$ cat src/rtl/uart_alu_pkg.sv
// Shared definitions for the UART/ALU frame interface.
// Provides FSM state encodings, ALU opcode constants, default widths
// and a small helper for classifying busy states.
package uart_alu_pkg;

    localparam int unsigned NB_DATA_DEF = 8;
    localparam int unsigned NB_OP_DEF   = 6;

    typedef enum logic [2:0] {
        WAIT_A  = 3'd0,
        WAIT_B  = 3'd1,
        WAIT_OP = 3'd2,
        EXEC    = 3'd3,
        SEND    = 3'd4,
        WAIT_TX = 3'd5
    } state_t;

    localparam logic [NB_OP_DEF-1:0] OP_ADD = 6'b100000;
    localparam logic [NB_OP_DEF-1:0] OP_SUB = 6'b100010;
    localparam logic [NB_OP_DEF-1:0] OP_AND = 6'b100100;
    localparam logic [NB_OP_DEF-1:0] OP_OR  = 6'b100101;
    localparam logic [NB_OP_DEF-1:0] OP_XOR = 6'b100110;
    localparam logic [NB_OP_DEF-1:0] OP_SRA = 6'b000011;
    localparam logic [NB_OP_DEF-1:0] OP_SRL = 6'b000010;
    localparam logic [NB_OP_DEF-1:0] OP_NOR = 6'b100111;

    // States in which an incoming byte cannot be accepted.
    function automatic logic is_busy(input state_t s);
        return (s == EXEC) || (s == SEND) || (s == WAIT_TX);
    endfunction

    // States in which a partially received frame is being timed.
    function automatic logic is_mid_frame(input state_t s);
        return (s == WAIT_B) || (s == WAIT_OP);
    endfunction

endpackage

$ cat src/rtl/uart_alu_if_frame_timer.sv
// Inter-byte idle timer for frame assembly.
// Ports: clk, reset (sync, active-low), clear (zero the count),
// enable (count this cycle), expired (combinational pulse when the
// count sits at TIMEOUT_CYCLES-1 with enable high).
module frame_timer #(
    parameter int unsigned TIMEOUT_CYCLES = 1000000
) (
    input  logic clk,
    input  logic reset,
    input  logic clear,
    input  logic enable,
    output logic expired
);

    localparam int unsigned CNT_W = (TIMEOUT_CYCLES > 1) ? $clog2(TIMEOUT_CYCLES) : 1;
    localparam logic [CNT_W-1:0] LAST = CNT_W'(TIMEOUT_CYCLES - 1);

    logic [CNT_W-1:0] count;

    // Expiry is combinational so the FSM can leave in the same cycle.
    assign expired = enable && (count == LAST);

    // Count clears on expiry, so it never passes LAST and never wraps.
    always_ff @(posedge clk) begin
        if (!reset) begin
            count <= '0;
        end else if (clear || expired) begin
            count <= '0;
        end else if (enable) begin
            count <= count + CNT_W'(1);
        end
    end

endmodule

$ cat src/rtl/uart_alu_if.sv
// Frame assembly and result return between uart_rx, the ALU and uart_tx.
// Collects A, B and opcode bytes, holds them on the ALU inputs, captures
// the result, pulses tx_start and waits for tx_done_tick. Partial frames
// are dropped after TIMEOUT_CYCLES idle cycles.
// Ports: clk, reset (sync, active-low), rx_done_tick/rx_data (byte in),
// alu_result (ALU output), tx_done_tick (transmit finished),
// o_data_a/o_data_b/o_op (ALU operands), tx_start/tx_data (to uart_tx),
// o_timeout (frame dropped pulse), o_overrun (sticky byte-while-busy flag).
module uart_alu_if
    import uart_alu_pkg::*;
#(
    parameter int unsigned NB_DATA        = NB_DATA_DEF,
    parameter int unsigned NB_OP          = NB_OP_DEF,
    parameter int unsigned TIMEOUT_CYCLES = 1000000
) (
    input  logic               clk,
    input  logic               reset,
    input  logic               rx_done_tick,
    input  logic [NB_DATA-1:0] rx_data,
    input  logic [NB_DATA-1:0] alu_result,
    input  logic               tx_done_tick,
    output logic [NB_DATA-1:0] o_data_a,
    output logic [NB_DATA-1:0] o_data_b,
    output logic [NB_OP-1:0]   o_op,
    output logic               tx_start,
    output logic [NB_DATA-1:0] tx_data,
    output logic               o_timeout,
    output logic               o_overrun
);

    state_t state, state_nxt;

    logic [NB_DATA-1:0] data_a_nxt, data_b_nxt, tx_data_nxt;
    logic [NB_OP-1:0]   op_nxt;
    logic               tx_start_nxt, timeout_nxt, overrun_nxt;

    logic timer_clear, timer_enable, timer_expired;

    // Timer runs only between bytes of a partial frame; a byte restarts it.
    assign timer_enable = is_mid_frame(state) && !rx_done_tick;
    assign timer_clear  = !is_mid_frame(state) || rx_done_tick;

    frame_timer #(
        .TIMEOUT_CYCLES (TIMEOUT_CYCLES)
    ) u_frame_timer (
        .clk     (clk),
        .reset   (reset),
        .clear   (timer_clear),
        .enable  (timer_enable),
        .expired (timer_expired)
    );

    // State register.
    always_ff @(posedge clk) begin
        if (!reset) begin
            state <= WAIT_A;
        end else begin
            state <= state_nxt;
        end
    end

    // Next state and next values of all registered outputs.
    always_comb begin
        state_nxt    = state;
        data_a_nxt   = o_data_a;
        data_b_nxt   = o_data_b;
        op_nxt       = o_op;
        tx_data_nxt  = tx_data;
        tx_start_nxt = 1'b0;
        timeout_nxt  = 1'b0;
        overrun_nxt  = o_overrun || (rx_done_tick && is_busy(state));

        case (state)
            WAIT_A: begin
                if (rx_done_tick) begin
                    data_a_nxt = rx_data;
                    state_nxt  = WAIT_B;
                end
            end
            WAIT_B: begin
                if (rx_done_tick) begin
                    data_b_nxt = rx_data;
                    state_nxt  = WAIT_OP;
                end else if (timer_expired) begin
                    timeout_nxt = 1'b1;
                    state_nxt   = WAIT_A;
                end
            end
            WAIT_OP: begin
                if (rx_done_tick) begin
                    op_nxt    = rx_data[NB_OP-1:0];
                    state_nxt = EXEC;
                end else if (timer_expired) begin
                    timeout_nxt = 1'b1;
                    state_nxt   = WAIT_A;
                end
            end
            EXEC: begin
                // tx_start is raised for the SEND cycle that follows.
                tx_data_nxt  = alu_result;
                tx_start_nxt = 1'b1;
                state_nxt    = SEND;
            end
            SEND: begin
                state_nxt = WAIT_TX;
            end
            WAIT_TX: begin
                if (tx_done_tick) begin
                    state_nxt = WAIT_A;
                end
            end
            default: begin
                state_nxt = WAIT_A;
            end
        endcase
    end

    // Output registers.
    always_ff @(posedge clk) begin
        if (!reset) begin
            o_data_a  <= '0;
            o_data_b  <= '0;
            o_op      <= '0;
            tx_data   <= '0;
            tx_start  <= 1'b0;
            o_timeout <= 1'b0;
            o_overrun <= 1'b0;
        end else begin
            o_data_a  <= data_a_nxt;
            o_data_b  <= data_b_nxt;
            o_op      <= op_nxt;
            tx_data   <= tx_data_nxt;
            tx_start  <= tx_start_nxt;
            o_timeout <= timeout_nxt;
            o_overrun <= overrun_nxt;
        end
    end

endmodule

$ cat config.mk
export PLATFORM = sky130hd
export DESIGN_NAME = uart_alu_if
export DESIGN_NICKNAME = d
export VERILOG_FILES = /design/src/rtl/uart_alu_pkg.sv /design/src/rtl/uart_alu_if_frame_timer.sv /design/src/rtl/uart_alu_if.sv
export SDC_FILE = /design/constraint.sdc
export NUM_CORES = 1
export LEC_CHECK = 0
export CAP_MARGIN = 20
export CORE_UTILIZATION = 25
export CTS_CLUSTER_DIAMETER = 50
export DETAILED_ROUTE_END_ITERATION = 16
export PLACE_DENSITY = 0.56
export SYNTH_ARGS = -nofsm -noshare
export SYNTH_HDL_FRONTEND = slang
export SYNTH_SLANG_ARGS = --single-unit
$ cat constraint.sdc
create_clock -name clk -period 1.8 [get_ports clk]
set_clock_uncertainty 0.1 [all_clocks]
set_input_delay 0.27 -clock clk [delete_from_list [all_inputs] [get_ports clk]]
set_output_delay 0.27 -clock clk [all_outputs]
set_load 0.1 [all_outputs]
## Yosys cells after proc, flatten, opt, wreduce, memory -nomap -nowiden

Index checks and enable logic that the tools add are counted.
Widths: inputs -> output; s select.

- Bits in registers: 56
- Bits of input ports: 20
- Output and inout bits: 33
- Logic and storage cells: 47

- $add $sub $neg: 1
- Eq/ne operators: 8
- Mux-type cells: 8
- Bitwise gates (word level): 2
- Reductions and logical operators: 19

Operators with widths:

| cell | number |
|---|---|
| $add 20x1->20 const B | 1 |
| $eq 20x20->1 const B | 1 |
| $pmux 3 s6 | 1 |
| $mux 3 | 5 |
| $reduce_and 2->1 | 4 |
| $eq 3x2->1 const B | 2 |
| $eq 3x3->1 const B | 2 |
| $logic_or 1x1->1 | 6 |
| $ne 2x2->1 const B | 2 |
| $reduce_or 2->1 | 2 |
| $eq 3x1->1 const B | 1 |
| $logic_and 1x1->1 | 3 |
| $logic_not 3->1 | 1 |
| $reduce_or 3->1 | 1 |
| $logic_not 1->1 | 2 |
| $mux 1 | 2 |
| $not 1->1 | 2 |

## Logic depth before layout (Yosys ltp)

- Depth after elaboration: 7
- Mapped depth: 6

## Cells and area by module

From an unflattened synthesis, not the netlist that was laid out.

- Cell total of the unflattened synthesis: 248
- Area, all modules: 2352.3 µm²

By module, submodules not included:

| module | instances | cells each | area an instance (µm²) | sequential area each (µm²) |
|---|---|---|---|---|
| uart_alu_if | 1 | 141 | 1400.1 | 720.7 |
| frame_timer | 1 | 107 | 952.2 | 400.4 |

## Least setup slack after synthesis

Ideal clock, no wire load.

- Path type: reg-to-reg
- From: reg u_frame_timer.count[0]
- To: reg u_frame_timer.count[18]
- Data arrival time: 1634 ps
- Data required time: 1629 ps
- Setup slack: -4 ps
- Cell stages (with the launch flop): 6
- Buffers on the path: 0
- Clock period less this slack: 1804 ps
- Cell sequence: dfxtp_1 > ha_1 > and4_1 > nand4_2 > or4_1 > a21oi_1

- Longest elaborated chain between the ends: 4
- Elaborated cells on any way between the ends: 5
- Those cells by class: add/sub: 1; eq/ne: 1; reduce/logical: 3

RTL lines:

| what | RTL line | text |
|---|---|---|
| start: declaration | uart_alu_if_frame_timer.sv:18 | `logic [CNT_W-1:0] count;` |
| start signal: assignment | uart_alu_if_frame_timer.sv:30 | `count <= count + CNT_W'(1);` |
| branches (longest 4 deep; another with $add 20x1->20) | - |  |

Parallel ways; which one is timed is not known.
A chain may end at the register's enable or synchronous reset.

## Final worst setup path

- From: in rx_done_tick
- To: reg u_frame_timer.count[19]

- Longest elaborated chain between the ends: 5
- Elaborated cells on any way between the ends: 6
- Those cells by class: reduce/logical: 6

RTL lines:

| what | RTL line | text |
|---|---|---|
| start: declaration | uart_alu_if.sv:18 | `input logic rx_done_tick,` |
| $logic_not 1->1 | uart_alu_if.sv:40 | `assign timer_enable = is_mid_frame(state) && !rx_done_tick;` |
| $logic_and 1x1->1 | uart_alu_if.sv:40 |  |
| $logic_and 1x1->1 | uart_alu_if_frame_timer.sv:21 | `assign expired = enable && (count == LAST);` |
| $logic_or 1x1->1 | uart_alu_if_frame_timer.sv:27 | `end else if (clear \|\| expired) begin` |
| $reduce_or 2->1 (no line) | - |  |

Parallel ways exist; a longest one is shown, timed or not.

==> flow_metrics.py <==
metrics = {
    "status": {
        "status": "finished clean",
    },
    "clocking": {
        "cts_hold_repair.buffers": 0,
        "cts_tree": "done",
        "cts_buffers": 5,
        "clk_path_buf_depth": 2,
        "clk_pin_slew_ps": 100,
        "htreeDepth": 2,
        "insertion_delay_ps": 310,
        "cts.root.buffer_cell": "clkbuf_8",
        "cts.sinks": 56,
    },
    "global_route": {
        "grt-ovfl-total": 0,
        "grt_pass1_wl_um": 9870,
        "antenna_found_initial": 0,
        "gr-max-usage-layer": "met2",
        "grt_use_met2_pct": 20.4,
        "use_met3_pct": 3.01,
        "grt_pass1_vias": 2074,
        "grt_max_degree": 28,
        "use_met1_pct": 16.5,
        "grt.total_usage_pct": 12.6,
    },
    "timing": {
        "clock.fmax_mhz": 577,
        "fin_ws_ps": 66.2,
        "hold_ws_ps": 394,
        "slew_headroom_pct": 78.0,
        "hold_violations": 0,
        "worst_slew_pin_slew_ps": 326,
        "final.period_utilization_pct": 96.3,
        "rsz0062_at_grt": "true",
        "min_period_ps": 1730,
        "slew_viol_final": 0,
        "finalSetupViolations": 0,
    },
    "layout": {
        "utilization_pct": 40.9,
        "layout_common_cells": "dfxtp_1, nand2_1, a21oi_1",
        "drive_gt1_share_pct": 23.2,
        "final_common_cell": "dfxtp_1",
        "finalInstanceArea_um2": 3620,
        "stdcell_count": 453,
        "nNetsFinal": 365,
        "antenna_cells": 0,
        "synthToLayoutAreaGrowth_pct": 56.1,
    },
    "place": {
        "dp_cells": 441,
        "place_area_um2": 3460,
        "dp_slack_ps": -355,
        "gp_congestion": 0.790,
        "hpwl_um": 4400,
        "port-buffer-count": 52,
    },
    "setup_path": {
        "endpoint_kind": "register",
        "cp_cell_sequence": "clkdlybuf4s50_1 -> and4bb_4 -> nand4_4 -> or4_1 -> a21oi_1",
        "cp_num_buf_inv": 1,
        "slowest_stage": "or4_1",
        "critPathMaxStageDelay_ps": 520,
        "worstPathMaxFanout": 6,
        "critPathArrivalTime_ps": 1880,
        "worst_ep_required_time_ps": 1950,
        "path_class": "primary input to register",
        "cp_top_family": "simple AND/OR/NAND/NOR gates",
        "startpoint_type": "primary input",
    },
    "synthesis": {
        "yosys-top-cells-area": "dfxtp_1, a21oi_1, nand2_1",
        "syn_nets": 291,
        "synth_top_area_share_pct": 48.4,
        "yosysSeqAreaShare_pct": 48.4,
        "synth_largest_area_cell": "dfxtp_1",
        "syn_inst": 270,
        "yosys_warnings": 0,
        "synth_cell_type_count": 36,
        "synth.avg_cell_area_um2": 8.59,
        "ys_ff_latch": 56,
        "synth_area_um2": 2320,
    },
    "routing": {
        "avgViaCountPerCell": 4.71,
        "drcViolationCount": 0,
        "dr.pass1.iters": 6,
        "vias": 2133,
        "drt_iter0_markers": 71,
        "post_drt_wl_per_cell_um": 13.3,
        "finalWirelength_um": 6020,
        "postRouteAntennaNets": 0,
    },
    "power_and_ir_drop": {
        "p_leak_uw": 0.00127,
        "p_per_area_nw_per_um2": 708,
        "ir_worst_vdd_mv": 0.344,
    },
    "floorplan": {
        "coreArea_um2": 8850,
        "fp.dieH_um": 98.3,
        "die_w_um": 98.3,
        "start_util_pct": 26.2,
        "placementRows": 34,
        "dieArea_um2": 9660,
        "io_pins": 53,
    },
    "job": {
        "maxCapViolCount": 0,
    },
    "worst_hold_path": {
        "hp-class": "register to register",
    },
}
-- tightest hold or removal path, cell delays in order, from the launching register on --
cell and delay, ps:
dfxtp_1 340, nand2_1 60, a21oi_1 50
-- flip-flops by register name, indices dropped and copies added (netlist names) --
name and cells:
u_frame_timer.count 20, o_data_a 8, o_data_b 8, tx_data 8, o_op 6, state 3
o_overrun 1, o_timeout 1, tx_start 1
-- repair_timing --
item | in CTS | in global routing
endpoints found under the setup margin | 2 | 13
gates cloned | 0 | 1
pin swaps | 1 | 2
resized for setup | 0 | 9
setup buffers | 0 | 3
-- through the flow --
| step | power [µW] | setup TNS (ps) |
|---|---|---|
| 6_report | 2560 | 0 |
| 2_1_floorplan | 1620 | 0 |
| 3_5_place_dp | 1860 | -3200 |
| 5_1_grt | 2680 | -52.6 |
| 4_1_cts | 2590 | 0 |
| 3_3_place_gp | 1860 | -2260 |
-- cells by family (layout without fill, tap and decap cells) --
| logic type | after synthesis | in the layout | synth area share (%) |
|---|---|---|---|
| AND/OR/NAND/NOR | 125 | 126 | 27.8 |
| buffers and inverters | 17 | 91 | 3.56 |
| adder cells (fa/ha/maj) | 1 | 1 | 0.540 |
| AO/OA/AOI/OAI | 57 | 57 | 13.3 |
| flip-flops | 56 | 56 | 48.4 |
| XOR/XNOR | 8 | 8 | 3.83 |
| multiplexers | 6 | 6 | 2.59 |
-- final timing paths --
check | from | end | slack [ps] | cells past startpoint
worst max-delay path | rx_done_tick | u_frame_timer.count[19] | 70 | 5
worst min-delay path | tx_data[4] | tx_data[4] | 390 | 2
worst max register to register | state[1] | u_frame_timer.count[19] | 80 | 4
worst min register to register | tx_data[4] | tx_data[4] | 390 | 2
-- where the power goes --
part           internal (µW)  leakage, µW  switching (µW)
Combinational            211     0.000769             326
Sequential              1270     0.000454            33.4
Clock                    314    0.0000445             410
Total                   1790      0.00127             769
-- layer usage --
metal	vias to the layer above	wire, µm
met2	35	2810
met4	0	76
met3	8	239
li1	1101	-
met1	989	2900
met5	-	0
-- cell type report --
cell class / count / area, µm²
clock buffers: 7 / 86.3
clock inverters: 1 / 7.51
fillers: 874 / 5230
inverters: 4 / 15.0
multi-input cells: 198 / 1160
flip-flops and latches: 56 / 1120
well taps: 108 / 135
repair buffers: 79 / 1090
-- synthesized netlist by cell type --
master    number
nand4_1        5
buf_4          1
nand4_4        1
dfxtp_1       56
mux2i_1        6
nor3_1         4
nor2b_1        2
and4_1         3
and4bb_2       1
nand3_1       15
xor2_1         4
nand4_2        1
ha_1           1
nand4b_1       1
buf_6          2
and3_1         3
nand3b_1       1
nor4b_1        1
nand2_1       49
nand2b_1       4
or4_1          6
o31ai_1        6
a21oi_1       41
and2_1         1
o311ai_0       1
nor3b_1        2
nor4_1         3
a21boi_0       1
clkbuf_1      10
xor2_4         1
or3_1          5
o21a_1         1
inv_1          4
nor2_1        17
o21ai_0        7
xnor2_1        3
No activity file was read; power rests on OpenSTA's default activity.
